[config.mk]
export PLATFORM = sky130hd
export DESIGN_NAME = cim_serial_add_sequencer
export DESIGN_NICKNAME = d
export VERILOG_FILES = /design/src/rtl/cim_serial_add_sequencer.sv
export SDC_FILE = /design/constraint.sdc
export NUM_CORES = 1
export LEC_CHECK = 0
export CORE_MARGIN = 2
export CORE_UTILIZATION = 35
export DETAILED_ROUTE_END_ITERATION = 10
export PLACE_DENSITY = 0.74
export SLEW_MARGIN = 25
export SYNTH_ARGS = -nofsm -noshare
export SYNTH_HDL_FRONTEND = slang
export SYNTH_SLANG_ARGS = --single-unit
[constraint.sdc]
create_clock -name sys_clk_in -period 3.4 [get_ports sys_clk_in]
set_input_delay 0.34 -clock sys_clk_in [delete_from_list [all_inputs] [get_ports sys_clk_in]]
set_output_delay 0.34 -clock sys_clk_in [all_outputs]
set_load 0.02 [all_outputs]
[src/rtl/cim_serial_add_sequencer.sv]
// Bit-serial, bit-sliced add sequencer for the CIM datapath: walks operand
// rows, drives dual-port SRAM reads, steps the lane carry and writes sums back.
// Ports: sys_clk_in/sys_reset_in; start_in/abort_in command; a/b/dst_base_in,
// width_m1_in, carry_init_in command fields; result_in adder sum slice;
// sram_* port controls; read_sel_out; load/update_carry_out, carry_out;
// busy_out, done_out status.
module cim_serial_add_sequencer #(
  parameter int ADDR_WIDTH = 8
) (
  input  logic                  sys_clk_in,
  input  logic                  sys_reset_in,
  input  logic                  start_in,
  input  logic                  abort_in,
  input  logic [ADDR_WIDTH-1:0] a_base_in,
  input  logic [ADDR_WIDTH-1:0] b_base_in,
  input  logic [ADDR_WIDTH-1:0] dst_base_in,
  input  logic [4:0]            width_m1_in,
  input  logic                  carry_init_in,
  input  logic [31:0]           result_in,
  output logic [ADDR_WIDTH-1:0] sram_addr_a_out,
  output logic [ADDR_WIDTH-1:0] sram_addr_b_out,
  output logic [31:0]           sram_data_a_out,
  output logic                  sram_wren_a_out,
  output logic [3:0]            read_sel_out,
  output logic                  load_carry_out,
  output logic [31:0]           carry_out,
  output logic                  update_carry_out,
  output logic                  busy_out,
  output logic                  done_out
);

  typedef enum logic [2:0] {
    IDLE,
    LOAD,
    READ,
    WRITE,
    DONE
  } state_t;

  state_t state, state_nx;

  logic [4:0]            k, k_nx;
  logic [ADDR_WIDTH-1:0] a_base, b_base, dst_base;
  logic [4:0]            width_m1;
  logic                  carry_init;
  logic [ADDR_WIDTH-1:0] k_ext;

  assign k_ext = ADDR_WIDTH'(k);

  always_ff @(posedge sys_clk_in or negedge sys_reset_in) begin
    if (!sys_reset_in) begin
      state      <= IDLE;
      k          <= '0;
      a_base     <= '0;
      b_base     <= '0;
      dst_base   <= '0;
      width_m1   <= '0;
      carry_init <= 1'b0;
    end else begin
      state <= state_nx;
      k     <= k_nx;
      if (state == IDLE && start_in) begin
        a_base     <= a_base_in;
        b_base     <= b_base_in;
        dst_base   <= dst_base_in;
        width_m1   <= width_m1_in;
        carry_init <= carry_init_in;
      end
    end
  end

  always_comb begin
    state_nx         = state;
    k_nx             = k;
    sram_addr_a_out  = '0;
    sram_addr_b_out  = '0;
    sram_data_a_out  = '0;
    sram_wren_a_out  = 1'b0;
    read_sel_out     = 4'h0;
    load_carry_out   = 1'b0;
    carry_out        = '0;
    update_carry_out = 1'b0;
    busy_out         = 1'b0;
    done_out         = 1'b0;

    unique case (state)
      IDLE: begin
        if (start_in) begin
          state_nx = LOAD;
          k_nx     = '0;
        end
      end
      LOAD: begin
        busy_out       = 1'b1;
        read_sel_out   = 4'h8;
        load_carry_out = 1'b1;
        carry_out      = {32{carry_init}};
        state_nx       = READ;
      end
      READ: begin
        busy_out        = 1'b1;
        read_sel_out    = 4'h8;
        sram_addr_a_out = a_base + k_ext;
        sram_addr_b_out = b_base + k_ext;
        state_nx        = WRITE;
      end
      WRITE: begin
        busy_out         = 1'b1;
        read_sel_out     = 4'h8;
        sram_addr_a_out  = dst_base + k_ext;
        sram_data_a_out  = result_in;
        // abort gates the write in the same cycle
        sram_wren_a_out  = !abort_in;
        update_carry_out = 1'b1;
        if (k == width_m1) begin
          state_nx = DONE;
        end else begin
          k_nx     = k + 5'd1;
          state_nx = READ;
        end
      end
      DONE: begin
        busy_out     = 1'b1;
        read_sel_out = 4'h8;
        done_out     = 1'b1;
        state_nx     = IDLE;
      end
      default: state_nx = IDLE;
    endcase

    if (state != IDLE && abort_in) begin
      state_nx = IDLE;
    end
  end

endmodule
# After elaboration in Yosys (flattened, before gate mapping)
# Cells that the tools add are included.
# Widths: inputs -> output; s select.
op_classes:
  eq_ne: 8
  muxes: 17
  add_sub_neg: 4
  reduce_logical: 8
ops:
  columns: ["cell", "n"]
  rows:
  - ["$mux 32", 2]
  - ["$add 8x5->8", 3]
  - ["$pmux 8 s2", 1]
  - ["$pmux 3 s4", 1]
  - ["$mux 5", 2]
  - ["$pmux 5 s2", 1]
  - ["$mux 3", 3]
  - ["$mux 8", 1]
  - ["$eq 3x2->1 const B", 2]
  - ["$add 5x1->5 const B", 1]
  - ["$eq 5x5->1", 1]
  - ["$mux 1", 5]
  - ["$mux 4", 1]
  - ["$ne 2x2->1 const B", 2]
  - ["$reduce_or 4->1", 1]
  - ["$eq 3x1->1 const B", 1]
  - ["$eq 3x3->1 const B", 1]
  - ["$logic_not 3->1", 1]
  - ["$ne 3x2->1 const B", 1]
  - ["$reduce_and 3->1", 1]
  - ["$reduce_bool 3->1", 1]
  - ["$logic_and 1x1->1", 2]
  - ["$reduce_bool 2->1", 1]
  - ["$logic_not 1->1", 1]
totals:
  input_bits: 66
  wordCells: 44
  output_inout_bits: 89
  register_bits: 38

# Depth between registers and ports, before layout
# Gate-level depths: netlist (run 1).
logic_depth:
  word_depth: 4
  depth_mapped: 15
  mapped_depth_nobuf: 13

# Worst setup path before layout (run 1)
# Ideal clock, no wire load.
synth_timing:
  path_type: "register to output"
  startpoint: "register state[2]"
  endpoint: "output sram_addr_a_out[6]"
  path_buffers: 2
  setup_slack_ps: 251
  path_stages_with_launch: 16
  required_ps: 3060
  arrival_time_ps: 2809
  cell_sequence: "dfrtp_1 -> buf_2 -> nor2b_4 -> nand2_8 -> inv_8 -> clkbuf_1 -> nand2_1 -> nand2_1 -> ha_1 -> inv_1 -> fa_1 -> nand2b_1 -> a21oi_1 -> o21bai_1 -> xnor2_1 -> nor2_1"
synth_via:
  elab_chain_len: 2
  word_cells_on_any_way: 3
  classes_between: "eq/ne (2); mux (1)"
synth_rtl:
  columns: ["element", "line", "rtl"]
  rows:
  - ["start, declared", "40", "state_t state, state_nx;"]
  - ["start signal, assigned", "60", "state <= state_nx;"]
  - ["$eq 3x2->1", "86", "unique case (state)"]
  - ["$pmux 8 s2 *", "86", null]
  - ["end, declared", "20", "output logic [ADDR_WIDTH-1:0] sram_addr_a_out,"]
# Every way passes the cells marked *; elsewhere a longest branch is shown, timed or not.

# Final worst setup path (run 1)
# Same ends and word-level chain as after synthesis.

==> flow_metrics.py, run 1 <==
metrics = {
    "synthesis": {
        "syn-mean-instance-area_sq_um": 9.69,
        "seq_area_frac_synth": 0.343,
        "synth.distinct_cells": 41,
        "synth_area_sq_um": 2770,
        "synth_warnings": 0,
        "netlist_instances": 286,
        "synth_seq_cells": 38,
        "synth_top_area_frac": 0.343,
        "synth_area_leader_cell": "dfrtp_1",
        "synthTopCellsByArea": "dfrtp_1 (34%), mux2_2 (13%), buf_4 (11%), and2_1 (8.4%), ha_1 (5.0%)",
    },
    "setup_path": {
        "reg2reg_slack_ns": 1.55,
        "cp-endpoint": "sram_addr_a_out[6]",
        "required_ns": 3.06,
        "crit_path_end_kind": "output port",
        "worstSetupPathType": "register to output port",
        "startpoint": "state[2]",
        "crit_arrival_ns": 2.78,
        "reg2regPathDepth": 4,
        "crit_path_start_kind": "register",
        "cp_max_fo": 19,
        "r2r-start": "state[2]",
        "r2r-end": "a_base[4]",
    },
    "clocking": {
        "cts.sink_count": 38,
        "clk_path_buf_depth": 2,
        "path_clk_slew_ns": 0.08,
        "cts_tree": "built",
        "numCtsBuffers": 5,
        "clock_latency_ns": 0.29,
        "htree_num_levels": 2,
        "cts_root_buf": "clkbuf_8",
    },
    "timing": {
        "drv_slew": 0,
        "setup_slack_ns": 0.282,
        "finalSetupViolCount": 0,
        "rsz0062_at_grt": "no",
        "worstMarginPinSlew_ns": 0.869,
        "relSlewSlack": 0.421,
        "hold_slack_ns": 0.153,
        "period_needed_ns": 3.12,
        "clock.fmax_mhz": 321,
        "hold_viol_final": 0,
        "finalSetupTns_ns": 0,
        "period_share": 0.917,
        "fin_skew_ns": 0.00749,
    },
    "global_route": {
        "overflow": 0,
        "grt_max_degree": 39,
        "track_usage": 0.160,
        "antenna_found_initial": 0,
        "grt_pass1_wl_microns": 11200,
        "grt_pass1_vias": 2246,
    },
    "finish": {
        "n_antenna_cell": 0,
        "fin_nets": 487,
        "final_common_cell": "clkdlybuf4s50_1",
        "syn_to_final_growth_pct": 54.2,
        "drive_gt1_frac": 0.132,
        "final_cell_mix": "clkdlybuf4s50_1 (146), dfrtp_1 (38), and2_1 (37)",
    },
    "pwr": {
        "finalPower_uw": 2130,
        "power_leakage_uw": 0.00176,
        "p_per_area_nw_per_um2": 498,
        "peakVddDrop_v": 0.000277,
    },
    "drt": {
        "post-route-drc-count": 0,
        "vias": 2374,
        "dr.pass1.iters": 5,
        "drt_wl_total_microns": 7030,
        "drtIter0Drc": 137,
        "antenna_left": 0,
        "vias_per_cell": 4.65,
        "routedWlPerCell_microns": 13.8,
    },
    "placed_design": {
        "dpl_worst_slack_ns": 0.137,
        "place.gp.congestion": 0.867,
        "dpl.hpwl_microns": 5540,
        "numPortBuffers": 151,
    },
    "floorplanning": {
        "coreArea_sq_um": 7690,
        "die_x_microns": 93.0,
        "dieArea_sq_um": 8640,
        "io_pins": 155,
        "die_h_microns": 93.0,
        "rows": 32,
        "initial_core_util": 0.360,
    },
    "job": {
        "max_cap_violations": 0,
    },
    "min_path": {
        "hold_class": "primary input to asynchronous set/reset pin",
    },
    "run_status": {
        "status": "completed",
    },
}
## cells by family (layout without fill, tap and decap cells)
logic type                 after synthesis  count (layout)  synth area share
and+or+nand+nor                         98              98             0.198
buffers and inverters                   53             174             0.131
DFF                                     38              38             0.343
muxes                                   36              36             0.144
AOI/OAI and AO/OA                       34              34            0.0772
adders and majority gates               13              13            0.0641
xor gates and xnor gates                13              13            0.0411
other                                    1               3           0.00135
## flip-flops by register name (all words and copies together) (netlist names)
register	flops
carry_init	1
k	5
dst_base	8
a_base	8
b_base	8
width_m1	5
state	3
## through the flow
stage	util	instances	instance area, sq um
final	0.556	511	4270
after global routing	0.556	511	4270
after CTS	0.555	510	4270
after detailed placement	0.537	502	4130
after global placement	0.537	502	4130
after floorplan	-	288	2780
## final cells by class
cell class	count	area, sq um
multi-input cells	197	1470
inverters	8	37.5
well taps	102	128
flip-flops and latches	38	951
repair buffers	158	1550
clock buffers	5	68.8
clock inverters	3	68.8
fillers	689	3420
## power by group
part | internal (uW) | leakage, uW | switching [uW]
Clock | 294 | 0.0000683 | 169
Combinational | 519 | 0.00123 | 480
Sequential | 570 | 0.000458 | 94.0
Total | 1380 | 0.00176 | 743
## per-layer routing
| layer | GRT usage | up-vias | wire [microns] |
|---|---|---|---|
| met3 | 0.0399 | 11 | 493 |
| met5 | 0 | - | 0 |
| li1 | - | 1176 | - |
| met2 | 0.267 | 94 | 3430 |
| met1 | 0.206 | 1093 | 3000 |
| met4 | 0.0466 | 0 | 108 |
## worst min path at each step
stage                 endpoint  slack [ns]  cells after the start
finish               b_base[2]        0.15                      1
global route         b_base[2]        0.22                      1
CTS                   state[2]        0.19                      1
detailed placement   a_base[3]        0.50                      1
global placement    carry_init        0.48                      1
floorplan            a_base[0]        0.04                      0
## synthesized netlist by cell type (all sizes together)
library cell,instances
mux2,31
o31a,1
nand2,21
o211a,1
a21o,2
conb,1
nor3b,1
nand2b,4
nand4b,1
xnor2,11
a21oi,9
o21a,1
xor2,2
nor4b,1
inv,8
nor2b,2
nand4,1
a211oi,3
clkbuf,4
nor4,2
and2,37
dfrtp,38
or3,3
o21bai,2
o21ai,8
nor2,21
mux2i,5
a31oi,2
o211ai,4
nand3,2
buf,41
ha,11
nor3,2
fa,2
o31ai,1
## worst max-delay path, stage by stage, from the launching register on
cell      delay [ns]
dfrtp_1         0.41
nor2b_4         0.20
nand2_8         0.10
inv_8           0.13
nand2_1         0.06
nand2_1         0.06
ha_1            0.19
inv_1           0.07
fa_1            0.40
nand2b_1        0.18
a21oi_1         0.18
o21bai_1        0.10
xnor2_1         0.12
nor2_1          0.10
clkbuf_2        0.18
## timing repair
action / in CTS / in global routing
hold buffers: 0 / 0
setup buffers: 0 / 1
pin swaps: 0 / 0
cloned: 0 / 0
setup endpoints to repair: 3 / 3
gates resized for setup: 4 / 6
No activity file was read; power rests on OpenSTA's default activity.
==> run 2, diff against run 1 <==
--- a/config.mk
+++ b/config.mk
@@ -6,9 +6,10 @@
 export NUM_CORES = 1
 export LEC_CHECK = 0
 export CORE_MARGIN = 2
-export CORE_UTILIZATION = 35
+export CORE_UTILIZATION = 39
 export DETAILED_ROUTE_END_ITERATION = 10
-export PLACE_DENSITY = 0.74
+export PLACE_DENSITY = 0.81
+export SKIP_LAST_GASP = 1
 export SLEW_MARGIN = 25
 export SYNTH_ARGS = -nofsm -noshare
 export SYNTH_HDL_FRONTEND = slang
==> run 2 against run 1 <==
Compared with the run above: worst setup slack got worse by 0.14 ns; fmax is 4.2% lower; total power decreased by 5.3%; critical path depth is 1 lower; flip-flop and latch count unchanged; non-clock buffer count is the same; critical path type unchanged; largest cell class unchanged.
==> flow_metrics.py, run 2 (synthesized netlist as in run 1, its figures left out) <==
metrics = {
    "drt": {
        "antenna_left": 0,
        "vias_per_cell": 4.71,
        "drt_wl_total_microns": 7150,
        "post-route-drc-count": 0,
        "routedWlPerCell_microns": 14.1,
        "vias": 2379,
        "dr.pass1.iters": 4,
        "drtIter0Drc": 87,
    },
    "floorplanning": {
        "die_h_microns": 88.3,
        "coreArea_sq_um": 6830,
        "io_pins": 155,
        "initial_core_util": 0.405,
        "rows": 30,
        "dieArea_sq_um": 7790,
        "die_x_microns": 88.3,
    },
    "pwr": {
        "power_leakage_uw": 0.00174,
        "clkPwrFrac": 0.167,
        "peakVddDrop_v": 0.000291,
        "p_per_area_nw_per_um2": 476,
        "p_seq_frac": 0.331,
        "combPwrFrac": 0.502,
        "switching_share": 0.376,
        "switchingPower_uw": 757,
        "p_int_uw": 1260,
    },
    "setup_path": {
        "worst_path_max_delay_cell": "dfrtp_1",
        "crit_path_start_kind": "register",
        "crit_family": "buffers and inverters",
        "cpPeakStageDelay_ns": 0.41,
        "critPathBufInv": 3,
        "r2r-end": "dst_base[2]",
        "reg2reg_slack_ns": 1.37,
        "cp_max_fo": 29,
        "worstSetupPathType": "register to output port",
        "crit_path_end_kind": "output port",
        "crit_arrival_ns": 2.92,
        "path_cells": "nor2b_4 -> nand2_8 -> inv_8 -> buf_4 -> nand2_1 -> nand2_1 -> ha_1 -> o21ai_0 -> o21bai_1 -> a21oi_1 -> nor4_1 -> nor3_1 -> dlygate4sd2_1",
        "reg2regPathDepth": 4,
        "cpMostUsedCell": "nand2_1",
        "required_ns": 3.06,
        "r2r-start": "state[2]",
    },
    "clocking": {
        "htree_num_levels": 2,
        "cts_tree": "built",
        "cts.sink_count": 38,
        "cts_root_buf": "clkbuf_8",
        "clk_path_buf_depth": 2,
        "numCtsBuffers": 5,
        "clock_latency_ns": 0.30,
        "path_clk_slew_ns": 0.08,
    },
    "finish": {
        "fillCellCount": 577,
        "drive_gt1_frac": 0.130,
        "final_common_cell": "clkdlybuf4s50_1",
        "final_cell_mix": "clkdlybuf4s50_1 (146), dfrtp_1 (38), and2_1 (37)",
        "n_antenna_cell": 0,
        "syn_to_final_growth_pct": 52.7,
        "multi_input_area_sq_um": 1470,
        "reg_top3": "a_base (8), b_base (8), dst_base (8)",
        "fin_nets": 487,
        "area.sequential_sq_um": 951,
        "stdcell_count": 505,
        "design_area_sq_um": 4230,
    },
    "global_route": {
        "track_usage": 0.170,
        "overflow": 0,
        "grt_pass1_wl_microns": 10500,
        "grt_pass1_vias": 2078,
        "grt_max_degree": 39,
        "antenna_found_initial": 0,
    },
    "timing": {
        "relSlewSlack": 0.456,
        "finalSetupTns_ns": 0,
        "period_share": 0.958,
        "drv_slew": 0,
        "clock.fmax_mhz": 307,
        "worstMarginPinSlew_ns": 0.816,
        "period_needed_ns": 3.26,
        "hold_viol_final": 0,
        "finalSetupViolCount": 0,
        "hold_slack_ns": 0.131,
        "rsz0062_at_grt": "no",
        "fin_skew_ns": 0.00616,
    },
    "placed_design": {
        "dpl.hpwl_microns": 5710,
        "placed_cells": 496,
        "numPortBuffers": 151,
        "place.gp.congestion": 0.910,
        "postPlaceCellArea_sq_um": 4120,
    },
    "run_status": {
        "status": "completed",
    },
    "job": {
        "max_cap_violations": 0,
    },
    "min_path": {
        "hold_class": "primary input to asynchronous set/reset pin",
    },
}
## run 2: changes by cell type in the layout (fill, tap and decap cells not counted)
cell / before / now
a21oi_1: 8 / 9
a211oi_1: 3 / 2
clkbuf_8: 5 / 6
clkbuf_2: 2 / 1
clkinv_4: 1 / 0
dlygate4sd2_1: 1 / 2
a21oi_2: 1 / 0
bufinv_16: 2 / 0
clkinvlp_4: 0 / 1
a211oi_2: 0 / 1
inv_6: 0 / 1
## run 2: power by group through the flow
stage	Combinational [uW]	Sequential, uW	Clock (uW)
final	1010	667	337
after CTS	1010	666	349
after global routing	1100	687	368
after global placement	981	671	0
after detailed placement	1010	675	0
after floorplan	702	641	0
## run 2: stage by stage
step,power (uW),setup slack (ns),util
floorplan,1340,0.251,-
global placement,1650,0.240,0.604
detailed placement,1680,0.145,0.604
CTS,2020,0.0590,0.618
global route,2150,0.0101,0.619
finish,2010,0.144,0.619
## run 2: layout make-up
class                           instances  area share
Timing Repair Buffer                  158       0.367
Multi-Input combinational cell        197       0.347
Sequential cell                        38       0.225
Tap cell                               96      0.0284
Clock buffer                            6      0.0195
Inverter                                8     0.00887
Clock inverter                          2     0.00385
## run 2: timing repair
action | 4_1_cts | 5_1_grt
gates resized for setup | 3 | 4
hold buffers | 0 | 0
buffers inserted | 0 | 1
endpoints found under the setup margin | 3 | 4
## run 2: layer usage
metal / track usage / part of all wire / vias to the layer above
met3: 0.0252 / 0.059 / 7
li1: - / - / 1165
met2: 0.300 / 0.51 / 104
met5: 0 / 0 / -
met1: 0.221 / 0.41 / 1103
met4: 0.0413 / 0.013 / 0
## run 2: worst max-delay path by stage
stage,startpoint,to,slack (ns),cells past startpoint
3_3_place_gp,state[2],sram_addr_a_out[6],0.24,14
3_5_place_dp,state[2],sram_addr_a_out[7],0.15,13
2_1_floorplan,state[2],sram_addr_a_out[6],0.25,15
4_1_cts,state[2],sram_addr_a_out[4],0.06,12
6_report,state[2],sram_addr_a_out[7],0.14,13
5_1_grt,state[2],sram_addr_a_out[7],0.01,13
